<file path="config.mk">
export PLATFORM = sky130hd
export DESIGN_NAME = vga_stream_capture
export DESIGN_NICKNAME = d
export VERILOG_FILES = /design/src/rtl/vga_stream_capture.sv
export SDC_FILE = /design/constraint.sdc
export NUM_CORES = 1
export LEC_CHECK = 0
export ABC_AREA = 1
export ABC_CLOCK_PERIOD_IN_PS = 4400
export BUFFER_PORTS_ARGS = -buffer_cell sky130_fd_sc_hd__buf_2
export CAP_MARGIN = 40
export CORE_MARGIN = 4
export CORE_UTILIZATION = 40
export CTS_BUF_LIST = sky130_fd_sc_hd__clkbuf_4 sky130_fd_sc_hd__clkbuf_8
export DETAILED_ROUTE_END_ITERATION = 8
export SETUP_SLACK_MARGIN = 0.05
export SLEW_MARGIN = 10
export SYNTH_ARGS = -nofsm -noshare
export SYNTH_HDL_FRONTEND = slang
export SYNTH_SLANG_ARGS = --single-unit
</file>
<file path="constraint.sdc">
create_clock -name iVGA_CLK -period 4.4 [get_ports iVGA_CLK]
set_input_delay 0.66 -clock iVGA_CLK [delete_from_list [all_inputs] [get_ports iVGA_CLK]]
set_output_delay 0.66 -clock iVGA_CLK [all_outputs]
set_load 0.1 [all_outputs]
</file>
<file path="src/rtl/vga_stream_capture.sv">
// vga_stream_capture
//   Receive side of the VGA pixel stream. Rebuilds row/col from BLANK_n and VS,
//   checks line length and lines per frame, and writes one rectangular window
//   of one locked frame into a pixel RAM write port.
//
// Ports
//   iVGA_CLK, iRST_n          pixel clock, asynchronous active-low reset
//   iHS, iVS, iBLANK_n, iRGB  incoming stream (syncs active low, RGB valid when BLANK_n=1)
//   iCAP_REQ                  capture request, sampled every cycle
//   iERR_CLR                  clears the sticky error flags
//   oROW, oCOL, oPIX_VALID    decoded in-range active pixel
//   oFRAME_START              1-cycle pulse on every VS falling edge
//   oLOCKED                   two consecutive good frames seen
//   oERR_LINE_LEN/CNT         sticky timing errors
//   oWR_EN/ADDR/DATA          pixel RAM write port
//   oCAP_BUSY, oCAP_DONE      capture pending/in progress, window complete pulse
//
// state    | meaning
// ---------+-----------------------------------------------------
// S_SEARCH | after reset, waiting for the first VS fall
// S_VBLANK | VS seen, waiting for the first active line
// S_ACTIVE | inside an active line
// S_HBLANK | between active lines

module vga_stream_capture #(
  parameter int H_ACTIVE = 640,
  parameter int V_ACTIVE = 480,
  parameter int WIN_X    = 120,
  parameter int WIN_Y    = 40,
  parameter int WIN_W    = 400,
  parameter int WIN_H    = 400
) (
  input  logic        iVGA_CLK,
  input  logic        iRST_n,
  input  logic        iHS,
  input  logic        iVS,
  input  logic        iBLANK_n,
  input  logic [23:0] iRGB,
  input  logic        iCAP_REQ,
  input  logic        iERR_CLR,
  output logic [8:0]  oROW,
  output logic [9:0]  oCOL,
  output logic        oPIX_VALID,
  output logic        oFRAME_START,
  output logic        oLOCKED,
  output logic        oERR_LINE_LEN,
  output logic        oERR_LINE_CNT,
  output logic        oWR_EN,
  output logic [18:0] oWR_ADDR,
  output logic [23:0] oWR_DATA,
  output logic        oCAP_BUSY,
  output logic        oCAP_DONE
);

  // Counters run one past the active size so over-long lines/frames are still flagged.
  localparam logic [10:0] H_ACT = 11'(H_ACTIVE);
  localparam logic [10:0] H_SAT = 11'(H_ACTIVE + 1);
  localparam logic [9:0]  V_ACT = 10'(V_ACTIVE);
  localparam logic [9:0]  V_SAT = 10'(V_ACTIVE + 1);
  localparam logic [10:0] X_LO  = 11'(WIN_X);
  localparam logic [10:0] X_HI  = 11'(WIN_X + WIN_W - 1);
  localparam logic [9:0]  Y_LO  = 10'(WIN_Y);
  localparam logic [9:0]  Y_HI  = 10'(WIN_Y + WIN_H - 1);

  typedef enum logic [1:0] {S_SEARCH, S_VBLANK, S_ACTIVE, S_HBLANK} state_t;

  state_t      state, state_nxt;
  logic        vs_q, vs_d, blank_q, blank_d;
  logic [23:0] rgb_q;
  logic [10:0] col_cnt, pix_col;
  logic [9:0]  row_cnt;
  logic        frame_bad, good_one;
  logic        cap_pend, cap_act, cap_last;
  logic [18:0] wr_addr_cnt;

  logic vs_fall, bl_rise, bl_fall;
  logic pix_act, pix_ok, in_win, wr_now;
  logic line_end, len_err, frame_end, frame_good, cnt_err, locked_nxt;

  // Line boundaries come from BLANK_n alone, so HS carries no extra information here.
  logic unused_hs;
  assign unused_hs = iHS;

  assign vs_fall   = vs_d & ~vs_q;
  assign bl_rise   = blank_q & ~blank_d;
  assign bl_fall   = blank_d & ~blank_q;
  assign oCAP_BUSY = cap_pend | cap_act;

  always_ff @(posedge iVGA_CLK or negedge iRST_n) begin
    if (!iRST_n) begin
      vs_q    <= 1'b1;
      vs_d    <= 1'b1;
      blank_q <= 1'b0;
      blank_d <= 1'b0;
      rgb_q   <= '0;
    end else begin
      vs_q    <= iVS;
      vs_d    <= vs_q;
      blank_q <= iBLANK_n;
      blank_d <= blank_q;
      rgb_q   <= iRGB;
    end
  end

  // FSM: state register
  always_ff @(posedge iVGA_CLK or negedge iRST_n) begin
    if (!iRST_n) state <= S_SEARCH;
    else         state <= state_nxt;
  end

  // FSM: next state
  always_comb begin
    state_nxt = state;
    if (vs_fall) begin
      state_nxt = S_VBLANK;
    end else begin
      case (state)
        S_VBLANK: if (bl_rise) state_nxt = S_ACTIVE;
        S_ACTIVE: if (bl_fall) state_nxt = S_HBLANK;
        S_HBLANK: if (bl_rise) state_nxt = S_ACTIVE;
        default:  ;
      endcase
    end
  end

  // FSM: decoded strobes
  always_comb begin
    // The first pixel of a line arrives together with the BLANK_n rise.
    pix_col    = bl_rise ? 11'd0 : col_cnt;
    pix_act    = (state != S_SEARCH) && blank_q;
    pix_ok     = pix_act && (pix_col < H_ACT) && (row_cnt < V_ACT);
    in_win     = pix_ok && (row_cnt >= Y_LO) && (row_cnt <= Y_HI) &&
                 (pix_col >= X_LO) && (pix_col <= X_HI);
    wr_now     = cap_act && in_win;
    line_end   = (state == S_ACTIVE) && bl_fall;
    len_err    = line_end && (col_cnt != H_ACT);
    frame_end  = vs_fall && (state != S_SEARCH);
    frame_good = !frame_bad && (row_cnt == V_ACT);
    cnt_err    = frame_end && (row_cnt != V_ACT);
    locked_nxt = oLOCKED;
    if (len_err)        locked_nxt = 1'b0;
    else if (frame_end) locked_nxt = frame_good && good_one;
  end

  always_ff @(posedge iVGA_CLK or negedge iRST_n) begin
    if (!iRST_n) begin
      col_cnt       <= '0;
      row_cnt       <= '0;
      frame_bad     <= 1'b0;
      good_one      <= 1'b0;
      oLOCKED       <= 1'b0;
      oERR_LINE_LEN <= 1'b0;
      oERR_LINE_CNT <= 1'b0;
      oFRAME_START  <= 1'b0;
      oPIX_VALID    <= 1'b0;
      oROW          <= '0;
      oCOL          <= '0;
    end else begin
      if (pix_act) col_cnt <= (pix_col == H_SAT) ? H_SAT : pix_col + 11'd1;

      if (vs_fall)                           row_cnt <= '0;
      else if (line_end && row_cnt != V_SAT) row_cnt <= row_cnt + 10'd1;

      if (vs_fall)      frame_bad <= 1'b0;
      else if (len_err) frame_bad <= 1'b1;

      if (vs_fall)      good_one <= frame_end && frame_good && !len_err;
      else if (len_err) good_one <= 1'b0;

      oLOCKED       <= locked_nxt;
      oERR_LINE_LEN <= len_err | (oERR_LINE_LEN & ~iERR_CLR);
      oERR_LINE_CNT <= cnt_err | (oERR_LINE_CNT & ~iERR_CLR);
      oFRAME_START  <= vs_fall;
      oPIX_VALID    <= pix_ok;
      if (pix_ok) begin
        oROW <= row_cnt[8:0];
        oCOL <= pix_col[9:0];
      end
    end
  end

  always_ff @(posedge iVGA_CLK or negedge iRST_n) begin
    if (!iRST_n) begin
      cap_pend    <= 1'b0;
      cap_act     <= 1'b0;
      cap_last    <= 1'b0;
      oCAP_DONE   <= 1'b0;
      wr_addr_cnt <= '0;
      oWR_EN      <= 1'b0;
      oWR_ADDR    <= '0;
      oWR_DATA    <= '0;
    end else begin
      oCAP_DONE <= 1'b0;
      cap_last  <= wr_now && (row_cnt == Y_HI) && (pix_col == X_HI);
      oWR_EN    <= wr_now;
      if (wr_now) begin
        oWR_ADDR    <= wr_addr_cnt;
        oWR_DATA    <= rgb_q;
        wr_addr_cnt <= wr_addr_cnt + 19'd1;
      end
      // Busy stays high through the last write and drops with the done pulse.
      if (cap_last) begin
        cap_act   <= 1'b0;
        oCAP_DONE <= 1'b1;
      end else if (vs_fall && oCAP_BUSY) begin
        // Locked at this frame boundary: capture the frame that starts now.
        if (locked_nxt) begin
          cap_act     <= 1'b1;
          cap_pend    <= 1'b0;
          wr_addr_cnt <= '0;
        end else begin
          cap_act  <= 1'b0;
          cap_pend <= 1'b1;
        end
      end else if (cap_act && !locked_nxt) begin
        cap_act  <= 1'b0;
        cap_pend <= 1'b1;
      end else if (iCAP_REQ && !oCAP_BUSY) begin
        cap_pend <= 1'b1;
      end
    end
  end

endmodule

</file>
==> run_results.csv, run 1 <==
group,metric,value,unit
setup_path,crit_family,"simple AND/OR/NAND/NOR gates",
sta,finalWorstPathRequiredPeriod,2.901,ns
power,switchingPower,0.0009766,W
grt,grt_first_pass_wirelength,22520,um
cts,cts_root_buffer,"clkbuf_8",
grt,track_usage,0.1575,
setup_path,critical_path.slowest_cell,"nor2_4",
final_layout,fill_cells,1462,
sta,whs,0.3087,ns
detailed_routing,routed_wl,13290,um
power,power_frac_clock,0.328,
synthesis,synth_area_leaders,"dfrtp_1 (57%), nand2_1 (15%), inv_1 (4.4%)",
sta,maxSlewViolCount,0,
sta,rsz0062_at_grt,"false",
synthesis,mappedNetlistArea,0.006265,sq mm
power,ir_worst_vdd,221.2,uV
setup_path,ff2ff_path_depth,14,
synthesis,synth_cells,722,
setup_path,critPathLaunch,"blank_q$_DFF_PN0_",
setup_path,r2r_slack,1.50,ns
detailed_routing,drtAntennaViolNets,0,
die,pin_count,101,
sta,period_share,0.6594,
detailed_routing,dr.pass1.iters,4,
cts,cts_tree,"built",
power,p_leak,3.892,nW
synthesis,ys_ff_latch,144,
sta,fmaxAchievable,344.7,MHz
power,p_comb_frac,0.182,
cts,clk-insertion-delay-late,0.45,ns
setup_path,worstPathArrival,3.21,ns
synthesis,ys.flop_type,"dfrtp_1",
final_layout,multiInputGateArea,0.002215,sq mm
power,power_density,401.7,mW/mm^2
power,internal_power,0.001963,W
synthesis,synth.top_cell.area_share,0.5672,
die,die-area,0.01773,sq mm
min_path,min_from,"iRGB[6]",
final_layout,postLayoutCellArea,0.007318,sq mm
detailed_routing,vias_per_cell,4.546,
sta,finalHoldViolCount,0,
final_layout,nets,864,
synthesis,avgSynthCellArea,8.677,sq um
synthesis,synth_edf_count,0,
setup_path,cp_common_cell,"nand2_1",
sta,relSlewSlack,0.5042,
detailed_routing,routedWlPerCell,12.66,um
grt,grt_max_degree,83,
synthesis,yosysSeqAreaShare,0.5756,
detailed_routing,drt_iter0_markers,256,
setup_path,endpoint_kind,"flip-flop",
sta,fin_ws,1.499,ns
synthesis,synth.most_common_cell,"nand2_1",
final_layout,n_antenna_cell,0,
detailed_routing,drc_errors,0,
sta,tightestPinTransition,0.7419,ns
power,power.share.sequential,0.491,
cts,path_clk_slew,0.08,ns
min_path,min_to,"rgb_q[6]$_DFF_PN0_",
synthesis,synth_cell_type_count,34,
place,place_area,0.006944,sq mm
die,die_y,133.1,um
grt,first_global_vias,4555,
min_path,hold-path-cell-count,1,
die,die_x,133.1,um
place,place.gp.congestion,0.8439,
grt,antenna_found_initial,0,
die,coreArea,0.01526,sq mm
synthesis,synth_commonest_cells,"nand2_1 (252), dfrtp_1 (142), inv_1 (73)",
setup_path,reg2reg_to,"oWR_ADDR[10]$_DFFE_PN0P_",
cts,htreeDepth,4,
final_layout,syn_to_final_growth,16.82,%
final_layout,seqCellArea,0.003606,sq mm
power,switching_share,0.3322,
setup_path,r2r-start,"blank_q$_DFF_PN0_",
cts,cts_buffer_depth,2,
cts,post_cts_resized,0,
setup_path,crit_fanout,64,
setup_path,cpPeakStageDelay,0.58,ns
synthesis,yosysTopAreaCell,"dfrtp_1",
sta,finClkSkew,0.01263,ns
detailed_routing,vias,4773,
setup_path,cp-start-kind,"flip-flop",
setup_path,path_buf_inv,3,
cts,clock-sinks,144,
synthesis,async_reset_ff_frac,1.000,
synthesis,synthesis.nets,760,
setup_path,crit_chain,"nand2_4 > inv_1 > nor2_1 > ha_1 > inv_1 > nand2_1 > nand2_1 > nand2_1 > nand2_1 > nor2_4 > nand2_2 > buf_4 > nand2_1 > o21ai_2",
die,start_util,0.4106,
final_layout,drive_above_1_share,0.2014,
place,portBuffers,99,
synthesis,synth_warnings,0,
flow_run,drv_cap,0,
place,place_ws,1.503,ns
sta,fin_setup_tns,0,ns
run_status,status,"complete, no violations",
sta,finalSetupViolations,0,
final_layout,fin_util,0.4796,
cts,cts-buffers-inserted,17,
min_path,worst_hold_path_type,"in -> reg",
setup_path,cp_data_required_time,4.71,ns
place,place_hpwl,9388,um
grt,grt_overflow,0,
setup_path,crit_type,"reg -> reg",
die,row_count,45,
## worst register-to-register path, stage by stage, from the launching register on
cell and delay (ns):
dfrtp_1 0.43, nand2_4 0.18, inv_1 0.15, nor2_1 0.15, ha_1 0.19, inv_1 0.06, nand2_1 0.06, nand2_1 0.06
nand2_1 0.05, nand2_1 0.08, nor2_4 0.58, nand2_2 0.13, buf_4 0.40, nand2_1 0.18, o21ai_2 0.06
## timing repair
action                    4_1_cts  5_1_grt
hold endpoints to repair       11        0
hold buffers                    1        0
setup buffers                   0        0
## registers in the layout, summed over array words and instances, names as in the netlist, 2 cells and up
register,count
oWR_ADDR,19
oCOL,10
oROW,9
oWR_DATA,24
wr_addr_cnt,19
rgb_q,24
row_cnt,10
col_cnt,11
state,2
## through the flow
stage                     instances  total power, W
after floorplan                 722        0.001867
final                          1050        0.002940
after CTS                      1050        0.002986
after global placement         1015        0.001997
after global routing           1050        0.003094
after detailed placement       1017        0.002006
## cells in the final DEF, fill, tap and decap left out, types with 2 or more instances in the layout
master      count
dfstp_2         2
nor2_1         64
clkinv_1        2
nor3_2          2
inv_1          73
nor2_4          4
inv_6           2
clkinv_4        2
a21oi_1         7
or2_2           2
dfrtp_1       142
o21ai_0        39
clkbuf_4        2
buf_2          98
o22ai_1         3
nor3_1         16
nand2_1       252
o21ai_1         2
nand4_1         7
nor4_1          6
o21ai_2        17
clkbuf_8       17
inv_2           3
buf_4           3
nand3_1        42
clkinv_2        4
ha_1            7
clkinvlp_4      4
## worst max path at each step
stage               depth (start not counted)  slack, ns                  endpoint
CTS                                        14       1.46  oWR_ADDR[10]$_DFFE_PN0P_
floorplan                                  16       2.43   oWR_ADDR[1]$_DFFE_PN0P_
global route                               14       1.15  oWR_ADDR[18]$_DFFE_PN0P_
finish                                     14       1.50  oWR_ADDR[10]$_DFFE_PN0P_
global placement                           14       1.50  oWR_ADDR[15]$_DFFE_PN0P_
detailed placement                         14       1.50   oWR_ADDR[4]$_DFFE_PN0P_
## layout make-up
type	count	share of cell area
flip-flops and latches	144	0.4927
multi-input cells	480	0.3026
repair buffers	105	0.07882
inverters	78	0.04001
well taps	211	0.03607
clock buffers	19	0.03402
clock inverters	13	0.01573
## logic make-up after synthesis
logic type      after synthesis  synth area share
xor+xnor                      2          0.002797
fa+ha+maj                     7           0.01398
flops                       144            0.5756
buf+inv                      98           0.07090
compound gates               71           0.06870
simple gates                400            0.2680
## power groups by stage
stage | Clock [W] | Sequential (W) | Combinational, W
after floorplan | 0 | 0.00166 | 0.000208
after global placement | 0 | 0.00147 | 0.000531
after detailed placement | 0 | 0.00147 | 0.000538
after CTS | 0.00100 | 0.00144 | 0.000540
after global routing | 0.00106 | 0.00145 | 0.000580
final | 0.000963 | 0.00144 | 0.000534
## metal layers
layer  routed length (um)  global-route usage
met5                    0                   0
met4                  235             0.05314
met3                  422             0.04192
met2                 6518              0.2559
met1                 6112              0.2058
No activity file was read; power rests on OpenSTA's default activity.
==> run 2: changes to the inputs <==
Settings changed: ABC_AREA 1 to 0, ABC_CLOCK_PERIOD_IN_PS 4400 to 2520.
Clock period 4.4 ns to 2.52 ns, I/O delays scaled along.
==> run 2 against run 1 <==
Net effect:
- utilization is 3.9 points higher
- fmax is 19% higher
- critical endpoint is now oWR_DATA[1]$_DFFE_PN0P_
- clock-buffer cell count is 2 lower
- via count is 7.6% lower
- total power is 82% higher
- area after synthesis is 1.4% lower
- die area is 1.3% lower
- register-to-register slack worse by 1.4 ns
- largest power group unchanged
- clock power is 90% higher
- hold slack worse by 0.27 ns
- critical path type unchanged
- critical path depth is 8 lower
==> run_results.csv, run 2 <==
group,metric,value,unit
place,place.gp.congestion,0.8412,
synthesis,synth_area_leaders,"dfrtp_1 (58%), mux2_4 (9.2%), nand2_1 (3.3%)",
final_layout,reg_top3,"oWR_DATA x24, rgb_q x24",
final_layout,fin_util,0.5190,
final_layout,mostFrequentLayoutCells,"dfrtp_1 (142), buf_2 (98), nand2_1 (52), o21ai_0 (39), mux2_4 (38)",
sta,finalHoldViolCount,0,
min_path,min_from,"iRGB[12]",
sta,period_share,0.9636,
die,row_count,45,
cts,htreeDepth,4,
synthesis,yosysSeqAreaShare,0.5835,
synthesis,synth_compound_area_frac,0.09496,
final_layout,syn_to_final_growth,27.21,%
sta,finalWorstPathRequiredPeriod,2.428,ns
synthesis,ys.flop_type,"dfrtp_1",
detailed_routing,vias,4412,
synthesis,synthMuxAreaShare,0.1101,
grt,grt_first_pass_wirelength,22320,um
power,power_density,679.2,mW/mm^2
synthesis,synthSimpleGateAreaFrac,0.1346,
sta,rsz0062_at_grt,"true",
setup_path,crit_type,"reg -> reg",
power,ir_worst_vdd,366.7,uV
cts,clk-insertion-delay-late,0.45,ns
synthesis,synth_cells,521,
setup_path,critical_path.slowest_cell,"or4_4",
sta,finClkSkew,0.01210,ns
detailed_routing,routed_wl,13430,um
cts,cts_tree,"built",
synthesis,async_reset_ff_frac,1.000,
detailed_routing,dr.pass1.iters,4,
sta,tightestPinTransition,0.5107,ns
run_status,status,"complete, no violations",
synthesis,synth.top_cell.area_share,0.5750,
setup_path,path_buf_inv,1,
die,die_x,132.3,um
detailed_routing,drc_errors,0,
synthesis,avgSynthCellArea,11.86,sq um
final_layout,layout_commonest_cell,"dfrtp_1",
cts,path_clk_slew,0.09,ns
setup_path,endpoint_kind,"flip-flop",
synthesis,mappedNetlistArea,0.006180,sq mm
sta,fmaxAchievable,411.8,MHz
detailed_routing,drtAntennaViolNets,0,
sta,fin_ws,0.09170,ns
setup_path,worstPathArrival,2.77,ns
cts,cts_buffer_depth,2,
power,p_leak,4.036,nW
synthesis,synth_cell_type_count,56,
detailed_routing,routedWlPerCell,15.22,um
synthesis,synth_xor_xnor_area_share,0.02268,
synthesis,synth_commonest_cells,"dfrtp_1 (142), nand2_1 (54), o21ai_0 (39)",
die,die_y,132.3,um
die,pin_count,101,
detailed_routing,drt_iter0_markers,217,
final_layout,fill_cells,1341,
grt,first_global_vias,4373,
die,die-area,0.01750,sq mm
final_layout,nets,719,
synthesis,synth.most_common_cell,"dfrtp_1",
setup_path,cp_data_required_time,2.86,ns
detailed_routing,vias_per_cell,5.002,
setup_path,crit_chain,"or4_4 > a31oi_4 > o211ai_4 > or3_4 > clkbuf_16 > mux2_4",
sta,finalSetupViolations,0,
synthesis,synth_top_family_by_area,"simple AND/OR/NAND/NOR gates",
min_path,worst_hold_path_type,"in -> reg",
sta,maxSlewViolCount,0,
synthesis,ys_ff_latch,144,
setup_path,critPathLaunch,"col_cnt[4]$_DFFE_PN0P_",
place,place_hpwl,9195,um
setup_path,cp-start-kind,"flip-flop",
cts,cts-buffers-inserted,17,
synthesis,synth_edf_count,0,
final_layout,seqCellArea,0.003606,sq mm
synthesis,synth_fa_ha_area_frac,0.01417,
place,place_ws,-0.04536,ns
setup_path,crit_family,"simple AND/OR/NAND/NOR gates",
power,power.total,0.005339,W
setup_path,crit_fanout,15,
grt,track_usage,0.1567,
cts,clock-sinks,144,
die,start_util,0.4080,
final_layout,n_antenna_cell,0,
synthesis,synth_warnings,0,
grt,antenna_found_initial,0,
synthesis,yosysTopAreaCell,"dfrtp_1",
place,portBuffers,99,
setup_path,r2r-start,"col_cnt[4]$_DFFE_PN0P_",
final_layout,drive_above_1_share,0.3530,
grt,grt_max_degree,59,
die,coreArea,0.01515,sq mm
final_layout,multiInputGateArea,0.002414,sq mm
synthesis,synthesis.nets,559,
sta,relSlewSlack,0.6549,
cts,cts_root_buffer,"clkbuf_8",
flow_run,drv_cap,0,
grt,grt_overflow,0,
setup_path,cpPeakStageDelay,0.57,ns
## run 2: power breakdown
group / leakage (nW) / switching, W / total [W] / internal (W)
combinational: 1.91 / 0.000719 / 0.000991 / 0.000272
clock: 0.207 / 0.000997 / 0.00183 / 0.000836
sequential: 1.92 / 0.0000975 / 0.00252 / 0.00242
total: 4.04 / 0.00181 / 0.00534 / 0.00353
## run 2: timing repair
item,4_1_cts,5_1_grt
cloned,0,2
pin swaps,1,3
gates resized for setup,1,11
setup endpoints to repair,46,57
hold endpoints to repair,66,12
hold buffers,12,12
buffers inserted,1,2
## run 2: per-stage QoR
step           hold WS (ns)  cells  cell area (sq um)  setup TNS [ns]
2_1_floorplan       0.08241    521               6250         -0.2761
3_3_place_gp         0.3571    821               7096         -0.2192
3_5_place_dp         0.3593    821               7096         -0.8076
4_1_cts           0.0006090    866               7624               0
5_1_grt           0.0008248    882               7861               0
6_report            0.04270    882               7861               0
## run 2: routing by layer
layer / track usage / part of all wire / wire [um]
met5: 0 / 0 / 0
met2: 0.2383 / 0.47 / 6342
met1: 0.2119 / 0.46 / 6148
met3: 0.05000 / 0.052 / 700
met4: 0.05658 / 0.018 / 237
## run 2: area by class of cell
type,instances,share of cell area
Timing Repair Buffer,164,0.1428
Tap cell,188,0.02992
Inverter,23,0.01098
Clock buffer,17,0.02976
Clock inverter,15,0.02085
Multi-Input combinational cell,331,0.3070
Sequential cell,144,0.4587
## run 2: logic make-up after synthesis
logic type	after synthesis
adders and majority gates	7
buffers and inverters	46
AOI/OAI and AO/OA	93
DFF	144
and+or+nand+nor	167
muxes	48
xor gates and xnor gates	16
## run 2: path summary, 6_finish.rpt
check                      cells past startpoint  slack [ns]                       to
min reg2reg                                    0        0.37           vs_d$_DFF_PN1_
max reg2reg                                    6        0.09  oWR_DATA[1]$_DFFE_PN0P_
min in group asynchronous                      2        0.45  oWR_DATA[1]$_DFFE_PN0P_
max in group asynchronous                      3        1.33           vs_d$_DFF_PN1_
max                                            6        0.09  oWR_DATA[1]$_DFFE_PN0P_
min                                            1        0.04      rgb_q[12]$_DFF_PN0_
## run 2: worst reg2reg max path: stages, from the launching register on
cell and delay [ns]:
dfrtp_1 0.42, or4_4 0.57, a31oi_4 0.23, o211ai_4 0.11, or3_4 0.46, clkbuf_16 0.22
mux2_4 0.31
==> run 3: changes to the inputs <==
Settings changed: CORE_ASPECT_RATIO set to 1.2, CTS_BUF_LIST sky130_fd_sc_hd__clkbuf_4 sky130_fd_sc_hd__clkbuf_8 to sky130_fd_sc_hd__clkbuf_8.
==> run 3 against run 2 <==
Net effect:
- setup slack worse by 0.066 ns
- clock skew is 0.0023 ns higher
- sequential share of layout area is 0.088 points higher
- flip-flop and latch count stayed put
- utilization is 0.12 points higher
- register-to-register slack worse by 0.07 ns
- critical path type unchanged
- highest routed layer unchanged
==> run_results.csv, run 3 (same netlist as run 2, synthesis figures left out) <==
group,metric,value,unit
cts,cts-buffers-inserted,17,
sta,rsz0062_at_grt,"true",
place,portBuffers,99,
power,power.total,0.005304,W
setup_path,crit_fanout,6,
detailed_routing,drtAntennaViolNets,0,
die,die_x,121.5,um
final_layout,layout_commonest_cell,"dfrtp_1",
detailed_routing,dr.pass1.iters,4,
final_layout,drive_above_1_share,0.3741,
sta,finalHoldViolCount,0,
final_layout,n_antenna_cell,0,
grt,grt_first_pass_wirelength,22740,um
power,ir_worst_vdd,529.3,uV
cts,htreeDepth,4,
final_layout,mostFrequentLayoutCells,"dfrtp_1 (142), buf_2 (98), buf_4 (54), nand2_1 (52), o21ai_0 (39)",
cts,cts_root_buffer,"clkbuf_8",
cts,path_clk_slew,0.08,ns
sta,finClkSkew,0.01442,ns
sta,maxSlewViolCount,0,
die,row_count,49,
detailed_routing,routedWlPerCell,15.58,um
die,die_y,144.2,um
cts,clock-sinks,144,
final_layout,nets,720,
setup_path,critical_path.slowest_cell,"dfrtp_1",
final_layout,reg_top3,"oWR_DATA x24, rgb_q x24",
sta,tightestPinTransition,0.5004,ns
sta,finalWorstPathRequiredPeriod,2.495,ns
min_path,worst_hold_path_type,"in -> reg",
detailed_routing,vias_per_cell,4.999,
flow_run,drv_cap,0,
detailed_routing,drt_iter0_markers,167,
sta,period_share,0.9899,
setup_path,endpoint_kind,"flip-flop",
place,place.gp.congestion,0.8491,
final_layout,syn_to_final_growth,26.97,%
setup_path,cp_data_required_time,2.85,ns
setup_path,crit_type,"reg -> reg",
grt,first_global_vias,4590,
cts,cts_buffer_depth,2,
sta,fmaxAchievable,400.9,MHz
die,die-area,0.01751,sq mm
sta,relSlewSlack,0.6633,
detailed_routing,vias,4494,
power,power_density,676.0,mW/mm^2
sta,fin_ws,0.02543,ns
die,pin_count,101,
run_status,status,"complete, no violations",
grt,track_usage,0.1635,
cts,clk-insertion-delay-late,0.45,ns
grt,antenna_found_initial,0,
grt,grt_max_degree,56,
setup_path,crit_chain,"nand2b_4 > nand2_4 > inv_4 > ha_4 > and3_4 > a211o_1 > o221ai_2 > or3_4 > buf_6 > clkbuf_16 > mux2_4",
grt,grt_overflow,0,
die,coreArea,0.01508,sq mm
setup_path,cp-start-kind,"flip-flop",
die,start_util,0.4097,
setup_path,cpPeakStageDelay,0.39,ns
setup_path,worstPathArrival,2.82,ns
detailed_routing,drc_errors,0,
detailed_routing,routed_wl,14010,um
place,place_ws,-0.1036,ns
sta,finalSetupViolations,0,
cts,cts_tree,"built",
power,p_leak,4.061,nW
place,place_hpwl,9966,um
[run 3: layout make-up]
cell class	count	area, sq um
Clock buffer	19	261.5
Inverter	23	91.34
Fill cell	1380	7236
Sequential cell	144	3606
Multi-Input combinational cell	331	2392
Timing Repair Buffer	165	1116
Tap cell	204	255.2
Clock inverter	13	123.9
[run 3: metal layers]
| layer | vias to the layer above | wire (um) | track usage | share of wire |
|---|---|---|---|---|
| met5 | - | 0 | 0 | 0 |
| met4 | 0 | 187 | 0.05133 | 0.013 |
| met3 | 18 | 813 | 0.04499 | 0.058 |
| met2 | 139 | 7014 | 0.2739 | 0.50 |
| met1 | 2190 | 5993 | 0.2070 | 0.43 |
| li1 | 2147 | - | - | - |
[run 3: power breakdown]
group          switching (W)  internal (W)
Combinational       0.000743      0.000291
Clock               0.000850      0.000915
Sequential         0.0000843       0.00242
[run 3: repair_timing]
item / CTS / global route
endpoints found under the hold margin: 53 / 1
resized for setup: 3 / 7
setup endpoints to repair: 48 / 35
gates cloned: 1 / 2
pin swaps: 1 / 6
hold buffers: 3 / 1
buffers inserted: 2 / 9
[run 3: worst paths after layout]
path	from	end	slack, ns	depth (start not counted)
worst max-delay path	blank_d$_DFF_PN0_	oWR_DATA[1]$_DFFE_PN0P_	0.03	11
worst min-delay path	iRGB[12]	rgb_q[12]$_DFF_PN0_	0.03	1
worst max register to register	blank_d$_DFF_PN0_	oWR_DATA[1]$_DFFE_PN0P_	0.03	11
worst min register to register	vs_q$_DFF_PN1_	vs_d$_DFF_PN1_	0.37	0
max in group asynchronous	iRST_n	wr_addr_cnt[16]$_DFF_PN0_	1.37	3
min in group asynchronous	iRST_n	rgb_q[3]$_DFF_PN0_	0.46	2
[run 3: critical path, delay by kind of cell (launching register included)]
kind,cells,cell delay [ns]
DFF,1,0.39
AOI/OAI and AO/OA,2,0.54
adders and majority gates,1,0.15
buffers and inverters,3,0.33
muxes,1,0.30
and+or+nand+nor,4,0.67
[run 3: metrics by stage]
step	area [sq um]	util	setup TNS (ns)	instances	hold WS [ns]
CTS	7692	0.5100	0	887	0.0001104
global route	7846	0.5202	-0.7425	899	0.001623
floorplan	6250	-	-0.2761	521	0.08241
detailed placement	7218	0.4786	-3.317	849	0.3568
finish	7846	0.5202	0	899	0.03259
global placement	7218	0.4786	-0.6006	849	0.3551
